===== src/rtl/mem_stage_pkg.sv =====
// mem_stage_pkg: pipeline-register bundles, width codes and FSM states for the memory stage
package mem_stage_pkg;

  localparam logic [2:0] F3_B  = 3'b000;
  localparam logic [2:0] F3_H  = 3'b001;
  localparam logic [2:0] F3_W  = 3'b010;
  localparam logic [2:0] F3_BU = 3'b100;
  localparam logic [2:0] F3_HU = 3'b101;

  typedef enum logic [1:0] {IDLE, REQ, RESP, HOLD} MEM_FSM;

  typedef struct packed {
    logic [31:0] pc;
    logic [31:0] ALUOutput;
    logic [31:0] rd2;
    logic [31:0] AddSum;
    logic [4:0]  write_reg;
    logic [4:0]  rd;
    logic        MemToReg;
    logic        RegWrite;
    logic        MemRead;
    logic        MemWrite;
    logic        BranchSrc0;
    logic        branch;
  } MEM_STATE;

  typedef struct packed {
    logic [31:0] pc;
    logic [31:0] ALUOutput;
    logic [31:0] rdata;
    logic [4:0]  write_reg;
    logic [4:0]  rd;
    logic        MemToReg;
    logic        RegWrite;
  } WBACK_STATE;

  // Halfwords need an even address, words a multiple of four; bytes never fault.
  function automatic logic is_misaligned(input logic [2:0] f3, input logic [1:0] a);
    return (f3[1:0] == 2'b01 && a[0]) || (f3[1:0] == 2'b10 && a != 2'b00);
  endfunction

  function automatic logic [3:0] byte_en(input logic [2:0] f3, input logic [1:0] a);
    return f3[1:0] == 2'b00 ? 4'b0001 << a :
           f3[1:0] == 2'b01 ? 4'b0011 << {a[1], 1'b0} : 4'b1111;
  endfunction

  function automatic logic [31:0] store_data(input logic [2:0] f3, input logic [31:0] d);
    return f3[1:0] == 2'b00 ? {4{d[7:0]}} : f3[1:0] == 2'b01 ? {2{d[15:0]}} : d;
  endfunction

  function automatic WBACK_STATE to_wb(input MEM_STATE m, input logic [31:0] d, input logic rw);
    WBACK_STATE w;
    w.pc        = m.pc;
    w.ALUOutput = m.ALUOutput;
    w.rdata     = d;
    w.write_reg = m.write_reg;
    w.rd        = m.rd;
    w.MemToReg  = m.MemToReg;
    w.RegWrite  = rw;
    return w;
  endfunction

  function automatic WBACK_STATE with_data(input WBACK_STATE p, input logic [31:0] d);
    WBACK_STATE w;
    w       = p;
    w.rdata = d;
    return w;
  endfunction

endpackage


===== src/rtl/mem_stage_load_align.sv =====
// load_align: shift the read word down to the accessed lane and sign/zero-extend it
module load_align
  import mem_stage_pkg::*;
(
  input  logic [31:0] rdata,
  input  logic [1:0]  addr,
  input  logic [2:0]  func3,
  output logic [31:0] data
);

  logic [31:0] sh;

  // Lane select then extension by width code; unknown codes pass the shifted word
  always_comb begin
    sh   = rdata >> {addr, 3'b000};
    data = func3 == F3_B  ? {{24{sh[7]}}, sh[7:0]} :
           func3 == F3_H  ? {{16{sh[15]}}, sh[15:0]} :
           func3 == F3_BU ? {24'b0, sh[7:0]} :
           func3 == F3_HU ? {16'b0, sh[15:0]} : sh;
  end

endmodule


===== src/rtl/mem_stage.sv =====
// mem_stage: load/store stage with request/grant/response data-memory handshake
module mem_stage
  import mem_stage_pkg::*;
#(
  parameter bit LOAD_ACCESS_FAULT_EN = 1'b1
) (
  input  logic        clk,
  input  logic        rst_n,
  input  logic        in_valid,
  output logic        in_ready,
  input  MEM_STATE    mem_in,
  input  logic [2:0]  mem_func3,
  output logic        wb_valid,
  input  logic        wb_ready,
  output WBACK_STATE  wb_out,
  output logic        pc_redirect,
  output logic [31:0] redirect_target,
  output logic        misaligned,
  output logic        dmem_req,
  output logic        dmem_we,
  output logic [31:0] dmem_addr,
  output logic [3:0]  dmem_be,
  output logic [31:0] dmem_wdata,
  input  logic        dmem_gnt,
  input  logic        dmem_rvalid,
  input  logic [31:0] dmem_rdata
);

  MEM_FSM      state;
  WBACK_STATE  pend;
  logic [2:0]  f3_q;
  logic [31:0] ext;
  logic        out_free;
  logic        accept;
  logic        is_mem;
  logic        mis;
  logic        redirect;

  assign out_free = !wb_valid || wb_ready;
  assign in_ready = state == IDLE && out_free;
  assign accept   = in_valid && in_ready;
  assign is_mem   = mem_in.MemRead || mem_in.MemWrite;
  assign mis      = LOAD_ACCESS_FAULT_EN && is_mem && is_misaligned(mem_func3, mem_in.ALUOutput[1:0]);
  assign redirect = accept && mem_in.BranchSrc0 && mem_in.branch;
  assign dmem_req = state == REQ;

  load_align u_align (
    .rdata (dmem_rdata),
    .addr  (pend.ALUOutput[1:0]),
    .func3 (f3_q),
    .data  (ext)
  );

  // Transaction FSM; pend carries the in-flight instruction and, in HOLD, its load data
  always_ff @(posedge clk or negedge rst_n) begin
    if (!rst_n) begin
      state           <= IDLE;
      pend            <= '0;
      f3_q            <= '0;
      wb_out          <= '0;
      wb_valid        <= 1'b0;
      pc_redirect     <= 1'b0;
      redirect_target <= '0;
      misaligned      <= 1'b0;
      dmem_we         <= 1'b0;
      dmem_addr       <= '0;
      dmem_be         <= '0;
      dmem_wdata      <= '0;
    end else begin
      pc_redirect     <= redirect;
      redirect_target <= redirect ? mem_in.AddSum : '0;
      misaligned      <= accept && mis;
      if (wb_valid && wb_ready) wb_valid <= 1'b0;
      case (state)
        IDLE: if (accept) begin
          if (!is_mem || mis) begin
            wb_out   <= to_wb(mem_in, '0, mem_in.RegWrite && !mis);
            wb_valid <= 1'b1;
          end else begin
            state      <= REQ;
            pend       <= to_wb(mem_in, '0, mem_in.RegWrite);
            f3_q       <= mem_func3;
            dmem_we    <= mem_in.MemWrite;
            dmem_addr  <= {mem_in.ALUOutput[31:2], 2'b00};
            dmem_be    <= byte_en(mem_func3, mem_in.ALUOutput[1:0]);
            dmem_wdata <= store_data(mem_func3, mem_in.rd2);
          end
        end
        REQ: if (dmem_gnt) state <= RESP;
        RESP: if (dmem_rvalid) begin
          pend.rdata <= ext;
          if (out_free) begin
            wb_out   <= with_data(pend, ext);
            wb_valid <= 1'b1;
            state    <= IDLE;
          end else begin
            state <= HOLD;
          end
        end
        HOLD: if (wb_ready) begin
          wb_out   <= pend;
          wb_valid <= 1'b1;
          state    <= IDLE;
        end
      endcase
    end
  end

endmodule

===== config.mk =====
export PLATFORM = sky130hd
export DESIGN_NAME = mem_stage
export DESIGN_NICKNAME = d
export VERILOG_FILES = /design/src/rtl/mem_stage_pkg.sv /design/src/rtl/mem_stage_load_align.sv /design/src/rtl/mem_stage.sv
export SDC_FILE = /design/constraint.sdc
export NUM_CORES = 1
export LEC_CHECK = 0
export CELL_PAD_IN_SITES_DETAIL_PLACEMENT = 1
export CELL_PAD_IN_SITES_GLOBAL_PLACEMENT = 2
export CORE_MARGIN = 2
export CORE_UTILIZATION = 32
export CTS_CLUSTER_SIZE = 28
export DETAILED_ROUTE_END_ITERATION = 10
export GPL_ROUTABILITY_DRIVEN = 0
export HOLD_SLACK_MARGIN = 0.03
export MAX_ROUTING_LAYER = met4
export PLACE_DENSITY_LB_ADDON = 0.25
export SKIP_LAST_GASP = 1
export SYNTH_ARGS = -nofsm -noshare
export SYNTH_HDL_FRONTEND = slang
export SYNTH_SLANG_ARGS = --single-unit

===== constraint.sdc =====
create_clock -name clk -period 2.8 [get_ports clk]
set_input_delay 0.42 -clock clk [delete_from_list [all_inputs] [get_ports clk]]
set_output_delay 0.42 -clock clk [all_outputs]
set_load 0.1 [all_outputs]

### After elaboration in Yosys (flattened, before gate mapping)

Cells that the tools add are included.

* logic and storage cells: 103
* register bits: 323
* input port bits: 185

* eq/ne operators: 15
* multiplexer cells: 33
* shifts and indexed selects: 3
* bitwise operators: 1
* reduce and logical (&&, ||, !) cells: 27

Operator list (count)
* 108-bit 2-to-1 mux: 5
* 108-bit one-hot mux with 3 select lines: 1
* 32-bit 2-to-1 mux: 8
* 44-bit 2-to-1 mux: 2
* 32-bit one-hot mux with 2 select lines: 1
* 32-bit by 5-bit >> shifter with 32-bit output: 1
* 2-bit 2-to-1 mux: 6
* 1-bit logical AND: 10
* 2-bit != test (second input constant): 5
* 4-bit 2-to-1 mux: 2
* 2-bit one-hot mux with 4 select lines: 1
* 2-bit equality test (second input constant): 3
* 3-bit equality test (second input constant): 2
* 1-bit 2-to-1 mux: 6
* 6-bit AND reduction: 1
* 5-bit AND reduction: 1
* 2-bit by 1-bit equality test with 1-bit output (second input constant): 2
* 2-bit zero test: 2
* 1-bit logical OR: 4
* 2-bit by 1-bit != test with 1-bit output (second input constant): 2
* 4-bit AND reduction: 1
* 2-bit nonzero test: 2
* 1-bit by 2-bit left shift with 4-bit output (first input constant): 1
* 2-bit by 2-bit left shift with 4-bit output (first input constant): 1
* other kinds (7): 9

### Longest topological paths before layout

Gate-level depths: netlist (run 1).

* depth after elaboration: 9
* gate-level depth with buffers: 9
* gate-level depth less buffers: 5

### Modules after synthesis

A second synthesis (run 1) with hierarchy kept.

* cells, all modules: 1058
* area total of the unflattened synthesis: 13777.0 sq um

Modules (own cells, without submodules)
* mem_stage: area an instance 13027.5 sq um, seq. area each 7332.0 sq um, cells an instance 941, times used 1
* load_align: area an instance 749.5 sq um, seq. area each 0.0 sq um, cells an instance 117, times used 1

### Least setup slack after synthesis (run 1)

No wires, ideal clock.

* kind: register -> output
* start: reg wb_valid
* end: out in_ready
* arrival: 3110 ps
* required time: 2380 ps
* cell stages (with the launch flop): 3
* path slack: -730 ps
* cells stage by stage: dfrtp_1 > nor2b_1 > nor3_1

* word-level cells in the longest chain between the ends: 3

RTL lines
* start, declared: RTL line mem_stage.sv:13 `output logic wb_valid,`
* start signal, assigned: RTL line mem_stage.sv:61 `wb_valid <= 1'b0;`
* start signal, assigned: RTL line mem_stage.sv:73 `if (wb_valid && wb_ready) wb_valid <= 1'b0;`
* start signal, assigned: RTL line mem_stage.sv:78 `wb_valid <= 1'b1;`
* 1-bit zero test: RTL line mem_stage.sv:39 `assign out_free = !wb_valid || wb_ready;`
* 1-bit logical OR: RTL line mem_stage.sv:39
* 1-bit logical AND: RTL line mem_stage.sv:40 `assign in_ready = state == IDLE && out_free;`
* end, declared: RTL line mem_stage.sv:10 `output logic in_ready,`

No other way between the ends.

### Worst setup path after layout (run 1)

* start: reg pend[44] (netlist bit)
* end: reg wb_out[43] (netlist bit)

* word-level cells in the longest chain between the ends: 8

RTL lines
* start, declared: RTL line mem_stage.sv:30 `WBACK_STATE pend;`
* start signal, assigned: RTL line mem_stage.sv:81 `pend <= to_wb(mem_in, '0, mem_in.RegWrite);`
* 32-bit by 5-bit >> shifter with 32-bit output (*): RTL line mem_stage_load_align.sv:15 `sh = rdata >> {addr, 3'b000};`
* 32-bit 2-to-1 mux: RTL line mem_stage_load_align.sv:19 `func3 == F3_HU ? {16'b0, sh[15:0]} : sh;`
* 32-bit 2-to-1 mux: RTL line mem_stage_load_align.sv:18 `func3 == F3_BU ? {24'b0, sh[7:0]} :`
* 32-bit 2-to-1 mux: RTL line mem_stage_load_align.sv:17 `func3 == F3_H ? {{16{sh[15]}}, sh[15:0]} :`
* 32-bit 2-to-1 mux (*): RTL line mem_stage_load_align.sv:16 `data = func3 == F3_B ? {{24{sh[7]}}, sh[7:0]} :`
* 108-bit 2-to-1 mux (*): RTL line mem_stage.sv:92 `if (out_free) begin`
* 108-bit 2-to-1 mux (*): RTL line mem_stage.sv:90 `RESP: if (dmem_rvalid) begin`
* 108-bit one-hot mux with 3 select lines (*): RTL line mem_stage.sv:74 `case (state)`
* end signal, assigned: RTL line mem_stage.sv:77 `wb_out <= to_wb(mem_in, '0, mem_in.RegWrite && !mis);`
* end signal, assigned: RTL line mem_stage.sv:93 `wb_out <= with_data(pend, ext);`
* end signal, assigned: RTL line mem_stage.sv:101 `wb_out <= pend;`
* end, declared: RTL line mem_stage.sv:15 `output WBACK_STATE wb_out,`

Every way passes the cells marked *; elsewhere a longest branch is shown, timed or not. The select of a mux whose other input is x is not followed.
A chain may end at the register's enable or synchronous reset.

==> key figures, run 1 <==
Status
  – Status: finished clean

Clocking
  – Reg clk slew, reported paths: 0.06 ns
  – Post-CTS Setup Repair Bufs: 0
  – Root cell of the clock tree: clkbuf_16
  – Max clock buf depth: 3
  – CTS tree: built
  – Worst skew pair latency: 0.54 ns
  – Sink Count: 293
  – TritonCTS Buffers: 36
  – # H-tree levels: 2

Global routing
  – GRT Overall Usage: 0.199
  – Global-route wire length before repair: 62900 um
  – Grt total ovfl: 0
  – Largest net degree at the start of global routing: 57
  – Vias in the first global route: 10700
  – Initial antenna violation count: 0

Timing
  – Final slew viol count: 0
  – Final hold vios: 0
  – WHS: 0.414 ns
  – Final setup fails: 0
  – Period utilization: 0.803
  – Unrepaired setup endpoints after global routing: false
  – Worst slew margin: 0.322
  – Clk_skew: 0.0158 ns
  – Sum Neg Setup Slack: 0 ns
  – Final Critical Period: 2.25 ns
  – Worst Tran Pin Value: 1.01 ns
  – Fmax: 445 MHz

Critical path
  – Worst Path Arrival: 2.67 ns
  – CP Capture Type: flip-flop
  – Type of the worst setup path: flip-flop to flip-flop
  – Crit path required time: 3.22 ns
  – Worst setup SP type: flip-flop
  – Crit Path Max Fanout: 28

Placed design
  – PortBufs: 396
  – Half-perimeter wire length after placement: 30300 um

Detailed routing
  – Routed wire length per instance: 20.1 um
  – Initial DRC count: 431
  – Total Wirelength: 41600 um
  – Antenna Nets Post-Route: 0
  – Vias: 10100
  – Drt pass-1 iters: 5
  – DR DRC count: 0
  – Via/cell ratio: 4.86

Floorplanning
  – Area of the die: 42700 um^2
  – Initial Utilization: 0.323
  – Rows: 74
  – Number of placed I/O pins: 399
  – Core Area: 40600 um^2
  – Die width: 207 um
  – Die Ht: 207 um

Min path
  – Hold WC Path Type: input pin to asynchronous set/reset pin

Job
  – Max-cap viol count: 0

Synth
  – Avg Inst Size Synth: 11.4 um^2
  – Mapped Cells: 1149
  – Post-synth top cells: dfrtp_1 (293), nand2_1 (170), o21ai_0 (118)
  – Synth top area cells: dfrtp_1 (56%), mux2_2 (9.6%), mux2i_1 (8.5%)
  – EDFF count, synth: 0
  – Primary FF master, synth: dfrtp_1
  – Cell area after synthesis: 13100 um^2
  – Post-synthesis sequential area ratio: 0.558
  – Post-synthesis register bit count: 293
  – Post-synth cell types: 49
  – Asr flop ratio synth: 1.00
  – Top cell type's share of synthesized area: 0.558
  – Count leader, synth: dfrtp_1
  – Synth Warn #: 0
  – Area leader, netlist: dfrtp_1

Layout
  – Nets: 1703
  – Share of cells above drive strength 1: 0.288
  – Layout area overhead: 40.1%
## sequential cells by signal, indices dropped and copies added, names as in the netlist
signal           cells
dmem_be              4
dmem_wdata          32
dmem_we              1
f3_q                 3
misaligned           1
pc_redirect          1
pend               108
redirect_target     32
state                2
wb_out             108
wb_valid             1
## per-layer routing
layer | wire length (um) | vias up | GRT usage
li1 | - | 4696 | -
met1 | 16800 | 5028 | 0.233
met2 | 20500 | 286 | 0.327
met3 | 3210 | 61 | 0.0670
met4 | 1040 | 0 | 0.0566
met5 | 0 | - | -
## layout by cell type, fill, tap and decap left out, drive strengths merged, types with 11 or more instances in the layout
| cell type | synthesis | routed |
|---|---|---|
| buf | 64 | 254 |
| mux2 | 115 | 115 |
| dfrtp | 293 | 293 |
| a21oi | 61 | 61 |
| o21ai | 131 | 131 |
| and2 | 34 | 34 |
| inv | 9 | 11 |
| mux2i | 112 | 112 |
| nor2 | 30 | 30 |
| a22o | 15 | 15 |
| clkdlybuf4s50 | 0 | 183 |
| o22a | 19 | 19 |
| nand2 | 171 | 171 |
| clkbuf | 44 | 51 |
## worst max-delay path, cell delays in order, from the launching register on
cell	delay, ns
dfrtp_1	0.38
buf_4	0.39
mux2i_1	0.32
o22ai_2	0.15
nor2_1	0.48
a21oi_1	0.20
o22a_1	0.21
## per-stage QoR
step / instance area, um^2 / util / setup WS [ns] / instances
final: 18400 / 0.453 / 0.551 / 2074
after global routing: 18400 / 0.453 / 0.340 / 2073
after CTS: 18400 / 0.453 / 0.538 / 2073
after detailed placement: 17200 / 0.423 / 0.124 / 2011
after global placement: 17200 / 0.423 / 0.164 / 2011
after floorplan: 13100 / - / 0.129 / 1150
## logic make-up after synthesis
kind of cell              count (synthesis)  share of synthesized area
muxes                                   235                      0.198
other                                     1                   0.000286
xor gates and xnor gates                  1                   0.000667
AOI/OAI and AO/OA                       246                      0.110
buffers and inverters                   117                     0.0473
DFF                                     293                      0.558
and+or+nand+nor                         256                     0.0851
## what timing repair did
| action | CTS | global route |
|---|---|---|
| hold buffers | 1 | 0 |
| hold endpoints to repair | 49 | 0 |
| gates resized for setup | 0 | 0 |
## area by class of cell
type | instances | area, um^2
Multi-Input combinational cell | 740 | 5220
Clock buffer | 51 | 1050
Clock inverter | 10 | 133
Sequential cell | 293 | 7340
Tap cell | 532 | 666
Inverter | 9 | 33.8
Fill cell | 4384 | 22300
Antenna cell | 1 | 2.50
Timing Repair Buffer | 438 | 3960
## worst paths after layout
check,start,end,slack (ns),depth (start not counted)
setup / recovery,pend[44]$_DFFE_PN0P_,wb_out[43]$_DFFE_PN0P_,0.55,6
hold / removal,rst_n,wb_out[34]$_DFFE_PN0P_,0.41,2
setup reg to reg,pend[44]$_DFFE_PN0P_,wb_out[43]$_DFFE_PN0P_,0.55,6
hold reg to reg,dmem_wdata[28]$_DFFE_PN0P_,dmem_wdata[28]$_DFFE_PN0P_,0.47,2
max in group asynchronous,rst_n,wb_out[102]$_DFFE_PN0P_,1.65,3
min in group clk,mem_in[32],redirect_target[16]$_DFF_PN0_,0.43,2
Power of run 1 is not shown: default switching activity piles up to over one toggle a cycle in this logic, so the estimate is an artifact.
==> run 2: changes to the inputs <==
Settings changed: CORE_UTILIZATION 32 to 30.
Clock period 2.8 ns to 2.16 ns, I/O delays scaled along.
==> run 2 against run 1 <==
Via count grew 1.4%; wire length increased by 3.3%; global-route usage fell by 0.38 points; hold slack worse by 0.11 ns; critical path depth decreased by 2; final area grew 3.0%; non-clock buffer count increased by 40; highest routed layer unchanged; utilization decreased by 1.4 points; flip-flop and latch count did not move.
==> key figures, run 2 (synthesized netlist as in run 1, its figures left out) <==
Status
  – Status: finished clean

Clocking
  – TritonCTS Buffers: 36
  – # H-tree levels: 2
  – Reg clk slew, reported paths: 0.06 ns
  – Max clock buf depth: 3
  – Worst skew pair latency: 0.54 ns
  – Sink Count: 293
  – CTS tree: built
  – Root cell of the clock tree: clkbuf_16
  – Post-CTS Setup Repair Bufs: 0

Layout
  – Fillers: 4713
  – Nets: 1743
  – Top flop regs: pend x108, wb_out x108
  – Leading cell type in the layout, fill and taps excluded: dfrtp_1
  – Commonest non-fill, non-tap cells in the layout: dfrtp_1 (291), buf_4 (260), clkdlybuf4s50_1 (183), nand2_1 (169), o21ai_0 (118)
  – Share of cells above drive strength 1: 0.305
  – Layout area overhead: 44.3%

Timing
  – Sum Neg Setup Slack: 0 ns
  – Final Critical Period: 2.10 ns
  – Final hold vios: 0
  – Fmax: 475 MHz
  – WHS: 0.301 ns
  – Worst slew margin: 0.354
  – Clk_skew: 0.0121 ns
  – Unrepaired setup endpoints after global routing: false
  – Final setup fails: 0
  – Worst Tran Pin Value: 0.965 ns
  – Final slew viol count: 0
  – Period utilization: 0.974

Global routing
  – Vias in the first global route: 11200
  – Largest net degree at the start of global routing: 51
  – Initial antenna violation count: 4
  – Global-route wire length before repair: 65500 um
  – GRT Overall Usage: 0.195
  – Grt total ovfl: 0

Floorplanning
  – Core Area: 43200 um^2
  – Die Ht: 213 um
  – Rows: 76
  – Number of placed I/O pins: 399
  – Area of the die: 45500 um^2
  – Die width: 213 um
  – Initial Utilization: 0.304

Detailed routing
  – Total Wirelength: 43000 um
  – Antenna Nets Post-Route: 0
  – Vias: 10200
  – Initial DRC count: 379
  – Via/cell ratio: 4.71
  – DR DRC count: 0
  – Drt pass-1 iters: 4
  – Routed wire length per instance: 19.8 um

Critical path
  – CP Capture Type: output port
  – Worst Path Arrival: 1.78 ns
  – Worst setup SP type: flip-flop
  – Crit Path Max Fanout: 4
  – Type of the worst setup path: flip-flop to output port
  – Crit path required time: 1.84 ns

Placed design
  – Half-perimeter wire length after placement: 31300 um
  – PortBufs: 396

Job
  – Max-cap viol count: 0

Min path
  – Hold WC Path Type: input pin to asynchronous set/reset pin
-- run 2: changes by cell type in the layout (fill, tap and decap cells not counted), moves of 2 or more --
cell       before  now
buf_4         237  260
nor2b_1         4    2
buf_12         16   28
clkinv_2        5    1
clkbuf_1        7   13
bufbuf_16       0    2
diode_2         1    4
bufinv_16       3    0
buf_8           1    3
-- run 2: cell type report --
class / instances / area [um^2] / share of cell area
Tap cell: 585 / 732 / 0.0386
Timing Repair Buffer: 478 / 4490 / 0.237
Clock inverter: 5 / 57.6 / 0.00304
Antenna cell: 4 / 10.0 / 0.000528
Clock buffer: 56 / 1050 / 0.0552
Inverter: 9 / 33.8 / 0.00178
Multi-Input combinational cell: 740 / 5240 / 0.276
Sequential cell: 293 / 7340 / 0.387
-- run 2: metrics by stage --
step	worst slack [ns]	area (um^2)	std cells	util
detailed placement	-0.331	17700	2102	0.411
floorplan	0.0363	13200	1150	-
finish	0.0552	18900	2170	0.439
CTS	0.0152	18900	2166	0.438
global route	0.000163	18900	2170	0.439
global placement	-0.291	17700	2102	0.411
-- run 2: path summary, 6_finish.rpt --
check                           slack (ns)                             to  cells after the start                     from
worst max-delay path                  0.06                       in_ready                      4       wb_valid$_DFF_PN0_
worst min-delay path                  0.30            f3_q[1]$_DFFE_PN0P_                      2                    rst_n
worst max register to register        0.12         wb_out[39]$_DFFE_PN0P_                      6     pend[44]$_DFFE_PN0P_
worst min register to register        0.48        wb_out[103]$_DFFE_PN0P_                      2  wb_out[103]$_DFFE_PN0P_
max in group asynchronous             1.19           state[1]$_DFFE_PN0P_                      3                    rst_n
min in group clk                      0.33  redirect_target[10]$_DFF_PN0_                      2               mem_in[26]
-- run 2: worst max-delay path, stage by stage (launching register included) --
cell	delay, ns
dfrtp_4	0.50
nor2b_4	0.15
buf_4	0.16
nor3_4	0.21
buf_12	0.21
-- run 2: routing by layer --
| layer | up-vias | track usage | part of all wire |
|---|---|---|---|
| met1 | 5119 | 0.233 | 0.41 |
| met2 | 253 | 0.319 | 0.49 |
| li1 | 4789 | - | - |
| met3 | 52 | 0.0572 | 0.072 |
| met4 | 0 | 0.0608 | 0.022 |
| met5 | - | - | 0 |
-- run 2: repair_timing --
| item | CTS | global route |
|---|---|---|
| endpoints found under the setup margin | 1 | 7 |
| hold endpoints to repair | 39 | 0 |
| hold buffers | 1 | 0 |
| gates cloned | 2 | 0 |
| gates resized for setup | 3 | 4 |
Power of run 2 is left out for the same reason.
==> run 3: changes to the inputs <==
Settings changed: CELL_PAD_IN_SITES_DETAIL_PLACEMENT 1 to 0, CELL_PAD_IN_SITES_GLOBAL_PLACEMENT 2 to 1, CORE_UTILIZATION 30 to 37.
==> run 3 against run 2 <==
Setup slack improved by 0.012 ns; non-clock buffer count increased by 10; global-route usage is 1.7 points higher; hold slack improved by 0.060 ns; maximum frequency rose by 0.56%; critical path depth is the same; register-to-register slack gained 0.04 ns; first-iteration DRC count rose by 18%; via count down 0.39%; flip-flop and latch count is the same; die area shrank 19%.
==> key figures, run 3 (synthesized netlist as in run 1, its figures left out) <==
Layout
  – Top flop regs: pend x108, wb_out x108
  – Layout area overhead: 42.8%
  – Multi-input logic area: 5240 um^2
  – Nets: 1753
  – Leading cell type in the layout, fill and taps excluded: dfrtp_1
  – Sequential Area: 7340 um^2
  – Share of cells above drive strength 1: 0.318
  – Fillers: 3083
  – Finished Layout Cells: 2049
  – Commonest non-fill, non-tap cells in the layout: dfrtp_1 (291), buf_4 (281), clkdlybuf4s50_1 (183), nand2_1 (169), o21ai_0 (118)

Global routing
  – Initial antenna violation count: 1
  – GRT Overall Usage: 0.213
  – Largest net degree at the start of global routing: 76
  – Grt total ovfl: 0
  – Global-route wire length before repair: 59200 um
  – Vias in the first global route: 10500

Timing
  – Final setup fails: 0
  – Final Critical Period: 2.09 ns
  – Unrepaired setup endpoints after global routing: false
  – Clk_skew: 0.00807 ns
  – Worst Tran Pin Value: 0.897 ns
  – Final hold vios: 0
  – Final slew viol count: 0
  – Fmax: 478 MHz
  – Period utilization: 0.969
  – Worst slew margin: 0.400

Detailed routing
  – DR DRC count: 0
  – Total Wirelength: 38700 um
  – Antenna Nets Post-Route: 0
  – Vias: 10200
  – Routed wire length per instance: 18.9 um
  – Drt pass-1 iters: 5
  – Initial DRC count: 446
  – Via/cell ratio: 4.96

Critical path
  – Crit path required time: 1.84 ns
  – Crit Path Max Fanout: 23
  – Worst Path Arrival: 1.77 ns
  – Worst r2r dst: pend[28]$_DFFE_PN0P_
  – Reg-to-reg critical path startpoint: pend[44]$_DFFE_PN0P_
  – Type of the worst setup path: flip-flop to output port
  – Reg2Reg Depth: 7
  – Worst setup SP type: flip-flop
  – CP Capture Type: output port
  – FF-to-FF setup slack: 0.16 ns

Clocking
  – Sink Count: 293
  – Worst skew pair latency: 0.51 ns
  – TritonCTS Buffers: 36
  – Post-CTS Setup Repair Bufs: 0
  – Root cell of the clock tree: clkbuf_16
  – Reg clk slew, reported paths: 0.06 ns
  – # H-tree levels: 2
  – Max clock buf depth: 3
  – CTS tree: built

Status
  – Status: finished clean

Min path
  – Hold WC Path Type: input pin to asynchronous set/reset pin

Placed design
  – Half-perimeter wire length after placement: 28100 um
  – PortBufs: 396
  – Placed Instances: 1982

Floorplanning
  – Die width: 192 um
  – Core Area: 34700 um^2
  – Number of placed I/O pins: 399
  – Die Ht: 192 um
  – Area of the die: 37000 um^2
  – Initial Utilization: 0.378
  – Rows: 68

Job
  – Max-cap viol count: 0
-- run 3: worst max path at each step --
stage	endpoint	from	slack (ns)	cells after the start
final	dmem_req	state[1]$_DFFE_PN0P_	0.07	4
after global routing	in_ready	wb_valid$_DFF_PN0_	0.01	5
after CTS	dmem_req	state[0]$_DFFE_PN0P_	0.03	5
after detailed placement	wb_out[15]$_DFFE_PN0P_	mem_func3[0]	-0.29	8
after global placement	wb_out[14]$_DFFE_PN0P_	mem_func3[0]	-0.23	8
after floorplan	in_ready	state[1]$_DFFE_PN0P_	0.04	4
-- run 3: final cells by class --
| type | count | area share |
|---|---|---|
| Multi-Input combinational cell | 740 | 0.280 |
| Antenna cell | 1 | 0.000133 |
| Clock inverter | 16 | 0.00507 |
| Inverter | 9 | 0.00180 |
| Timing Repair Buffer | 488 | 0.236 |
| Sequential cell | 293 | 0.391 |
| Clock buffer | 47 | 0.0551 |
| Tap cell | 455 | 0.0304 |
-- run 3: what timing repair did --
action	in CTS	in global routing
gates resized for setup	4	5
endpoints found under the setup margin	1	20
cloned	2	0
pin swaps	0	0
hold buffers	1	0
hold endpoints to repair	58	0
-- run 3: critical path, stage by stage, from the launching register on --
cell,delay [ns]
dfrtp_4,0.56
buf_16,0.19
buf_12,0.18
nor2_4,0.14
buf_12,0.18
-- run 3: metrics by stage --
stage                      util  setup slack, ns  cell area, um^2  hold slack [ns]  setup TNS, ns
after floorplan               -           0.0363            13200           0.0284              0
after global placement    0.504           -0.227            17500            0.366         -35.10
after detailed placement  0.504           -0.288            17500            0.357         -44.67
after CTS                 0.540           0.0304            18700            0.350              0
after global routing      0.540           0.0127            18700            0.358              0
final                     0.540           0.0670            18700            0.361              0
-- run 3: per-layer routing --
layer | GRT usage | part of all wire | up-vias
met5 | - | 0 | -
met3 | 0.0636 | 0.081 | 43
met2 | 0.340 | 0.48 | 321
met4 | 0.0490 | 0.017 | 0
li1 | - | - | 4819
met1 | 0.266 | 0.42 | 4990
Power of run 3 is left out for the same reason.
